==> src/rtl/alu_pkg.sv <==
// Shared opcode encoding and width default for the ALU slice.
// The opcode values are the 4-bit sel encoding seen at the alu_32 port.
package alu_pkg;

    localparam int WIDTH_DEF = 32;

    typedef enum logic [3:0] {
        OP_ADD  = 4'h0,
        OP_SUB  = 4'h1,
        OP_MUL  = 4'h2,
        OP_DIV  = 4'h3,
        OP_SHL  = 4'h4,
        OP_SHR  = 4'h5,
        OP_ROL  = 4'h6,
        OP_ROR  = 4'h7,
        OP_AND  = 4'h8,
        OP_OR   = 4'h9,
        OP_XOR  = 4'hA,
        OP_NOR  = 4'hB,
        OP_NAND = 4'hC,
        OP_XNOR = 4'hD,
        OP_GT   = 4'hE,
        OP_EQ   = 4'hF
    } alu_op_e;

endpackage

==> src/rtl/alu_core.sv <==
// Combinational ALU datapath: decodes sel and produces the next result and carry.
// All 16 encodings are decoded explicitly; carry is 0 unless an operation defines it.
module alu_core
    import alu_pkg::*;
#(
    parameter int WIDTH = WIDTH_DEF
) (
    input  logic [WIDTH-1:0] a,
    input  logic [WIDTH-1:0] b,
    input  logic [3:0]       sel,
    output logic [WIDTH-1:0] result,
    output logic             carry_next
);

    logic [WIDTH:0]     w_sum;
    logic [WIDTH:0]     w_diff;
    logic [2*WIDTH-1:0] w_prod;
    logic               w_div0;
    logic [WIDTH-1:0]   w_quot;

    assign w_sum  = {1'b0, a} + {1'b0, b};
    // Top bit of the widened difference is the borrow (set exactly when a < b).
    assign w_diff = {1'b0, a} - {1'b0, b};
    assign w_prod = {{WIDTH{1'b0}}, a} * {{WIDTH{1'b0}}, b};
    assign w_div0 = (b == '0);
    assign w_quot = w_div0 ? '1 : (a / b);

    always_comb begin
        result     = '0;
        carry_next = 1'b0;
        case (alu_op_e'(sel))
            OP_ADD: begin
                result     = w_sum[WIDTH-1:0];
                carry_next = w_sum[WIDTH];
            end
            OP_SUB: begin
                result     = w_diff[WIDTH-1:0];
                carry_next = w_diff[WIDTH];
            end
            OP_MUL: begin
                result     = w_prod[WIDTH-1:0];
                carry_next = |w_prod[2*WIDTH-1:WIDTH];
            end
            OP_DIV: begin
                result     = w_quot;
                carry_next = w_div0;
            end
            OP_SHL: begin
                result     = {a[WIDTH-2:0], 1'b0};
                carry_next = a[WIDTH-1];
            end
            OP_SHR: begin
                result     = {1'b0, a[WIDTH-1:1]};
                carry_next = a[0];
            end
            OP_ROL:  result = {a[WIDTH-2:0], a[WIDTH-1]};
            OP_ROR:  result = {a[0], a[WIDTH-1:1]};
            OP_AND:  result = a & b;
            OP_OR:   result = a | b;
            OP_XOR:  result = a ^ b;
            OP_NOR:  result = ~(a | b);
            OP_NAND: result = ~(a & b);
            OP_XNOR: result = ~(a ^ b);
            OP_GT:   result = {{(WIDTH-1){1'b0}}, (a > b)};
            OP_EQ:   result = {{(WIDTH-1){1'b0}}, (a == b)};
            default: begin
                result     = '0;
                carry_next = 1'b0;
            end
        endcase
    end

endmodule

==> src/rtl/alu_32.sv <==
// Single-cycle registered ALU: alu_core feeds one output register stage.
// Reset clears the register asynchronously, so no pending result survives it.
module alu_32
    import alu_pkg::*;
#(
    parameter int WIDTH = WIDTH_DEF
) (
    input  logic             clk,
    input  logic             rst_n,
    input  logic [WIDTH-1:0] a,
    input  logic [WIDTH-1:0] b,
    input  logic [3:0]       sel,
    output logic [WIDTH-1:0] out,
    output logic             carry
);

    logic [WIDTH-1:0] w_result;
    logic             w_carry;
    logic [WIDTH-1:0] r_out;
    logic             r_carry;

    alu_core #(.WIDTH(WIDTH)) u_core (
        .a          (a),
        .b          (b),
        .sel        (sel),
        .result     (w_result),
        .carry_next (w_carry)
    );

    always_ff @(posedge clk or negedge rst_n) begin
        if (!rst_n) begin
            r_out   <= '0;
            r_carry <= 1'b0;
        end else begin
            r_out   <= w_result;
            r_carry <= w_carry;
        end
    end

    assign out   = r_out;
    assign carry = r_carry;

endmodule

==> config.mk <==
export PLATFORM = sky130hd
export DESIGN_NAME = alu_32
export DESIGN_NICKNAME = d
export VERILOG_FILES = /design/src/rtl/alu_pkg.sv /design/src/rtl/alu_core.sv /design/src/rtl/alu_32.sv
export SDC_FILE = /design/constraint.sdc
export NUM_CORES = 2
export LEC_CHECK = 0
export BUFFER_PORTS_ARGS = -buffer_cell sky130_fd_sc_hd__buf_4
export CELL_PAD_IN_SITES_DETAIL_PLACEMENT = 1
export CELL_PAD_IN_SITES_GLOBAL_PLACEMENT = 1
export CORE_MARGIN = 10
export CORE_UTILIZATION = 50
export CTS_BUF_LIST = sky130_fd_sc_hd__clkbuf_4
export CTS_CLUSTER_DIAMETER = 40
export DETAILED_ROUTE_END_ITERATION = 7
export GPL_TIMING_DRIVEN = 0
export PLACE_DENSITY = 0.95
export SYNTH_ARGS = -nofsm -noshare
export SYNTH_HDL_FRONTEND = slang
export SYNTH_SLANG_ARGS = --single-unit
==> constraint.sdc <==
create_clock -name clk -period 0.8 [get_ports clk]
set_input_delay 0.08 -clock clk [delete_from_list [all_inputs] [get_ports clk]]
set_output_delay 0.08 -clock clk [all_outputs]
set_load 0.02 [all_outputs]
==> results of run 1 <==
==> synth_stat cells (44+ instances only) <==
cell	number
sky130_fd_sc_hd__o21a_1	122
sky130_fd_sc_hd__o21ai_0	363
sky130_fd_sc_hd__o31ai_1	48
sky130_fd_sc_hd__ha_1	890
sky130_fd_sc_hd__a21o_1	209
sky130_fd_sc_hd__nand4_1	57
sky130_fd_sc_hd__and2_1	45
sky130_fd_sc_hd__a21oi_1	560
sky130_fd_sc_hd__a211oi_1	77
sky130_fd_sc_hd__or3_1	59
sky130_fd_sc_hd__buf_1	87
sky130_fd_sc_hd__o21bai_1	67
sky130_fd_sc_hd__nand2b_1	81
sky130_fd_sc_hd__or2_2	44
sky130_fd_sc_hd__mux2_2	66
sky130_fd_sc_hd__xnor2_1	246
sky130_fd_sc_hd__and3_1	52
sky130_fd_sc_hd__nand3_1	161
sky130_fd_sc_hd__fa_1	898
sky130_fd_sc_hd__nor3_1	165
sky130_fd_sc_hd__xor2_1	159
sky130_fd_sc_hd__inv_1	1155
sky130_fd_sc_hd__o211ai_1	80
sky130_fd_sc_hd__nand2_1	935
sky130_fd_sc_hd__nor2b_1	71
sky130_fd_sc_hd__nor2_1	1214
sky130_fd_sc_hd__a31oi_1	99
sky130_fd_sc_hd__o22ai_1	45
sky130_fd_sc_hd__mux2i_1	82
sky130_fd_sc_hd__clkbuf_1	340
==> timing repair <==
item | CTS
hold endpoints to repair | 33
cloned | 10
gates resized for setup | 888
endpoints found under the setup margin | 66
pin swaps | 375
hold buffers | 1
setup buffers | 552
==> layer usage <==
layer | GRT usage | overflow
met4 | 0.861 | 514
met2 | 0.971 | 1440
met5 | 0.554 | 10
met1 | 0.831 | 141
met3 | 0.767 | 133
==> cell families after synthesis <==
family	count (synthesis)	share of synthesized area
muxes	148	0.0229
adders and majority gates	1788	0.426
AOI/OAI and AO/OA	2102	0.205
xor gates and xnor gates	405	0.0519
DFF	33	0.0121
buffers and inverters	1621	0.0894
and+or+nand+nor	3006	0.193
==> through the flow <==
stage               setup slack [ns]  TNS [ns]
detailed placement            -79.34  -1161.07
global placement              -77.30  -1133.99
CTS                           -63.18   -945.04
floorplan                     -58.08   -855.59
==> flow_metrics.env, run 1 <==
export IMPL_boundaryPins=103
export IMPL_placedInstanceArea_um2=75000
export IMPL_clock_sinks=33
export IMPL_buffers_added_on_ports=101
export IMPL_grt_overflow_total=2238
export IMPL_chipHeight_um=390
export IMPL_cts_buffer_depth=2
export IMPL_failing_step="global routing (5_1_grt)"
export IMPL_ranking_of_synthesized_cells_by_area="sky130_fd_sc_hd__fa_1, sky130_fd_sc_hd__ha_1, sky130_fd_sc_hd__nor2_1"
export IMPL_outcome="stopped before the end"
export IMPL_grt_util_all_layers=0.853
export IMPL_yosysTopAreaCell="sky130_fd_sc_hd__fa_1"
export IMPL_floorplan_initialDensity=0.504
export IMPL_number_of_enable_flip_flop_cells_after_synthesis=0
export IMPL_ys_async_sr_fraction=1.00
export IMPL_cts_buffers_inserted=5
export IMPL_cts_htree_levels=2
export IMPL_ys_dominant_reg_cell="sky130_fd_sc_hd__dfrtp_1"
export IMPL_synth_top_area_frac=0.263
export IMPL_grt_max_degree=41
export IMPL_cts_root_buffer="sky130_fd_sc_hd__clkbuf_4"
export IMPL_finalWeightedCongestion=1.07
export IMPL_post_dp_hpwl_um=309000
export IMPL_chipWidth_um=390
export IMPL_synthesized_netlist_cell_count=9103
export IMPL_stop_error="[ERROR GRT-0232] Routing congestion too high. Check the congestion heatmap in the GUI."
export IMPL_syn_cell_area_um2=68400
export IMPL_ys_warn_count=0
export IMPL_fp_row_count=135
export IMPL_synth_seq_cells=33
export IMPL_post_synthesis_cell_type_count=109
export IMPL_placed_cells=10989
export IMPL_synth_nets=10961
export IMPL_synth_yosys_seq_area_share=0.0121
export IMPL_post_synth_cell_area_avg_um2=7.51
==> run 2: changes to the inputs <==
CELL_PAD_IN_SITES_DETAIL_PLACEMENT = not set   (was 1)
CELL_PAD_IN_SITES_GLOBAL_PLACEMENT = not set   (was 1)
CORE_UTILIZATION = 35   (was 50)
CTS_BUF_LIST = not set   (was sky130_fd_sc_hd__clkbuf_4)
CTS_CLUSTER_DIAMETER = not set   (was 40)
PLACE_DENSITY = not set   (was 0.95)
PLACE_DENSITY_LB_ADDON = 0.15   (was not set)
==> run 2 against run 1 <==
Against the previous run:
- area after synthesis stayed put
- synthesized cell count is the same
- the flow now finishes, with violations (negative hold slack, negative setup slack)
==> flow_metrics.env, run 2 <==
export IMPL_min_period_over_period=81.6
export IMPL_coreArea_um2=195000
export IMPL_first_iter_violations=8096
export IMPL_yosys_top_cells_count="sky130_fd_sc_hd__nor2_1, sky130_fd_sc_hd__inv_1, sky130_fd_sc_hd__nand2_1"
export IMPL_cts_htree_levels=2
export IMPL_failed_checks="negative hold slack, negative setup slack"
export IMPL_floorplan_initialDensity=0.351
export IMPL_largest_register_ff_count=32
export IMPL_critical_path_peak_fanout=21
export IMPL_ys_dominant_reg_cell="sky130_fd_sc_hd__dfrtp_1"
export IMPL_worst_slew_pin_slew_ns=1.46
export IMPL_buffers_added_on_ports=101
export IMPL_die_ar_um2=213000
export IMPL_antenna_found_initial=18
export IMPL_post_synthesis_cell_type_count=109
export IMPL_synth_yosys_seq_area_share=0.0121
export IMPL_max_freq_mhz=15.3
export IMPL_antenna_violating_nets_post_route=0
export IMPL_cp_common_cell="sky130_fd_sc_hd__buf_4"
export IMPL_synth_seq_cells=33
export IMPL_clock_period_minus_worst_slack_ns=65.29
export IMPL_timing_hold_ws_ns=-0.244
export IMPL_fp_row_count=162
export IMPL_pwr_density_cell_nw_per_um2=2920
export IMPL_max_cap_viol_count=0
export IMPL_avgViaCountPerCell=5.96
export IMPL_cp_data_arrival_time_ns=65.47
export IMPL_post_synth_cell_area_avg_um2=7.51
export IMPL_synthesized_netlist_cell_count=9103
export IMPL_area_delta_synth_final_pct=30.3
export IMPL_startpoint_to_endpoint_class_of_the_critical_path="primary input to register"
export IMPL_synth_top_area_frac=0.263
export IMPL_share_of_cells_above_drive_strength_1=0.234
export IMPL_crit_slowest_cell="sky130_fd_sc_hd__o41a_4"
export IMPL_chipWidth_um=462
export IMPL_final_core_util=0.458
export IMPL_cts_buffers_inserted=5
export IMPL_wl_per_cell_um=29.4
export IMPL_boundaryPins=103
export IMPL_layout_nets=11861
export IMPL_slew_headroom=0.0225
export IMPL_finalWeightedCongestion=1.01
export IMPL_worst_path_required_time_ns=0.98
export IMPL_cts_root_buffer="sky130_fd_sc_hd__clkbuf_16"
export IMPL_ys_async_sr_fraction=1.00
export IMPL_crit_path_max_incr_delay_ns=0.61
export IMPL_synth_nets=10961
export IMPL_grt_pass1_vias=73106
export IMPL_syn_cell_area_um2=68400
export IMPL_postLayoutCellArea_um2=89000
export IMPL_cp_start_kind="primary input"
export IMPL_routed_wirelength_um=369000
export IMPL_clock_sinks=33
export IMPL_commonest_cells_after_routing_fill_and_taps_aside="sky130_fd_sc_hd__nor2_1, sky130_fd_sc_hd__inv_1, sky130_fd_sc_hd__fa_1"
export IMPL_ys_warn_count=0
export IMPL_grt_util_all_layers=0.332
export IMPL_vias=74824
export IMPL_cts_buffer_depth=2
export IMPL_grt_overflow_total=0
export IMPL_number_of_enable_flip_flop_cells_after_synthesis=0
export IMPL_vdd_ir_drop_max_mv=6.72
export IMPL_ranking_of_synthesized_cells_by_area="sky130_fd_sc_hd__fa_1, sky130_fd_sc_hd__ha_1, sky130_fd_sc_hd__nor2_1"
export IMPL_crit_path_start="b[0]"
export IMPL_grt_setup_unrepaired="yes"
export IMPL_global_route_wire_length_before_repair_um=519000
export IMPL_remaining_drc_errors=0
export IMPL_finalHoldViolations=33
export IMPL_worst_slack_ns=-64.49
export IMPL_critical_path_endpoint="out[0]"
export IMPL_mostFrequentLayoutCell="sky130_fd_sc_hd__nor2_1"
export IMPL_chipHeight_um=462
export IMPL_placedInstanceArea_um2=76000
export IMPL_cellLeakagePower_uw=0.0411
export IMPL_yosysTopAreaCell="sky130_fd_sc_hd__fa_1"
export IMPL_slew_viol_final=0
export IMPL_drt_pass1_iter_count=8
export IMPL_preCtsSetupSlack_ns=-79.61
export IMPL_outcome="finished, violations left"
export IMPL_grt_max_degree=41
export IMPL_path_clk_slew_ns=0.11
export IMPL_setup_violations=66
export IMPL_hp_class="primary input to asynchronous set/reset pin"
export IMPL_setup_tns_ns=-962.37
export IMPL_tritoncts="yes"
export IMPL_yosysMostFrequentCell="sky130_fd_sc_hd__nor2_1"
export IMPL_post_dp_hpwl_um=285000
export IMPL_worst_setup_path_end_kind="register"
run 2: what timing repair did:
action	CTS	global route
pin swaps	389	318
gates cloned	9	3
endpoints found under the hold margin	33	33
buffers inserted	552	238
setup endpoints to repair	66	66
gates resized for setup	926	398
run 2: through the flow:
step | std cells | power, uW
2_1_floorplan | 9103 | 213000
3_3_place_gp | 11746 | 246000
3_5_place_dp | 11750 | 249000
4_1_cts | 12313 | 258000
5_1_grt | 12549 | 279000
6_report | 12553 | 260000
run 2: cell type report:
cell class	instances	area (um^2)
fillers	19390	106000
clock buffers	5	125
clock inverters	3	46.3
multi-input cells	7449	68600
plain buffers	431	4110
repair buffers	901	7550
flip-flops and latches	33	852
inverters	1182	4530
well taps	2542	3180
diodes	7	17.5
run 2: cell families (layout without fill, tap and decap cells):
| kind of cell | Yosys count | after routing | synth area share |
|---|---|---|---|
| AO/OA/AOI/OAI | 2102 | 2102 | 0.205 |
| XOR/XNOR | 405 | 405 | 0.0519 |
| adder cells (fa/ha/maj) | 1788 | 1788 | 0.426 |
| buffers and inverters | 1621 | 2522 | 0.0894 |
| flip-flops | 33 | 33 | 0.0121 |
| multiplexers | 148 | 148 | 0.0229 |
| other | 0 | 7 | 0 |
| AND/OR/NAND/NOR | 3006 | 3006 | 0.193 |
run 2: power breakdown:
part | switching (uW) | leakage, uW | internal (uW) | total [uW]
registers | 510 | 0.000381 | 2030 | 2540
clock network | 1410 | 0.0000801 | 1500 | 2910
logic | 151000 | 0.0406 | 104000 | 255000
run 2: worst max-delay path: cells and delay by family:
| kind | cells | cell delay, ns |
|---|---|---|
| AOI/OAI and AO/OA | 160 | 31.76 |
| xor gates and xnor gates | 1 | 0.13 |
| adders and majority gates | 32 | 8.27 |
| buffers and inverters | 84 | 12.28 |
| muxes | 4 | 0.90 |
| and+or+nand+nor | 67 | 11.67 |
run 2: routing by layer:
layer	track usage	share of wire
met5	0	0.00020
met4	0.191	0.077
met2	0.497	0.42
met1	0.450	0.42
met3	0.0534	0.088
run 2: worst min path at each step:
stage          start  endpoint  slack (ns)  depth (start not counted)
6_report       rst_n    out[7]       -0.24                          1
5_1_grt        rst_n    out[7]       -0.21                          1
4_1_cts        rst_n    out[6]       -0.24                          1
3_5_place_dp   rst_n    out[7]        0.14                          1
3_3_place_gp   rst_n    out[7]        0.13                          1
2_1_floorplan  rst_n     carry       -0.22                          0
No activity file was read; power rests on OpenSTA's default activity.
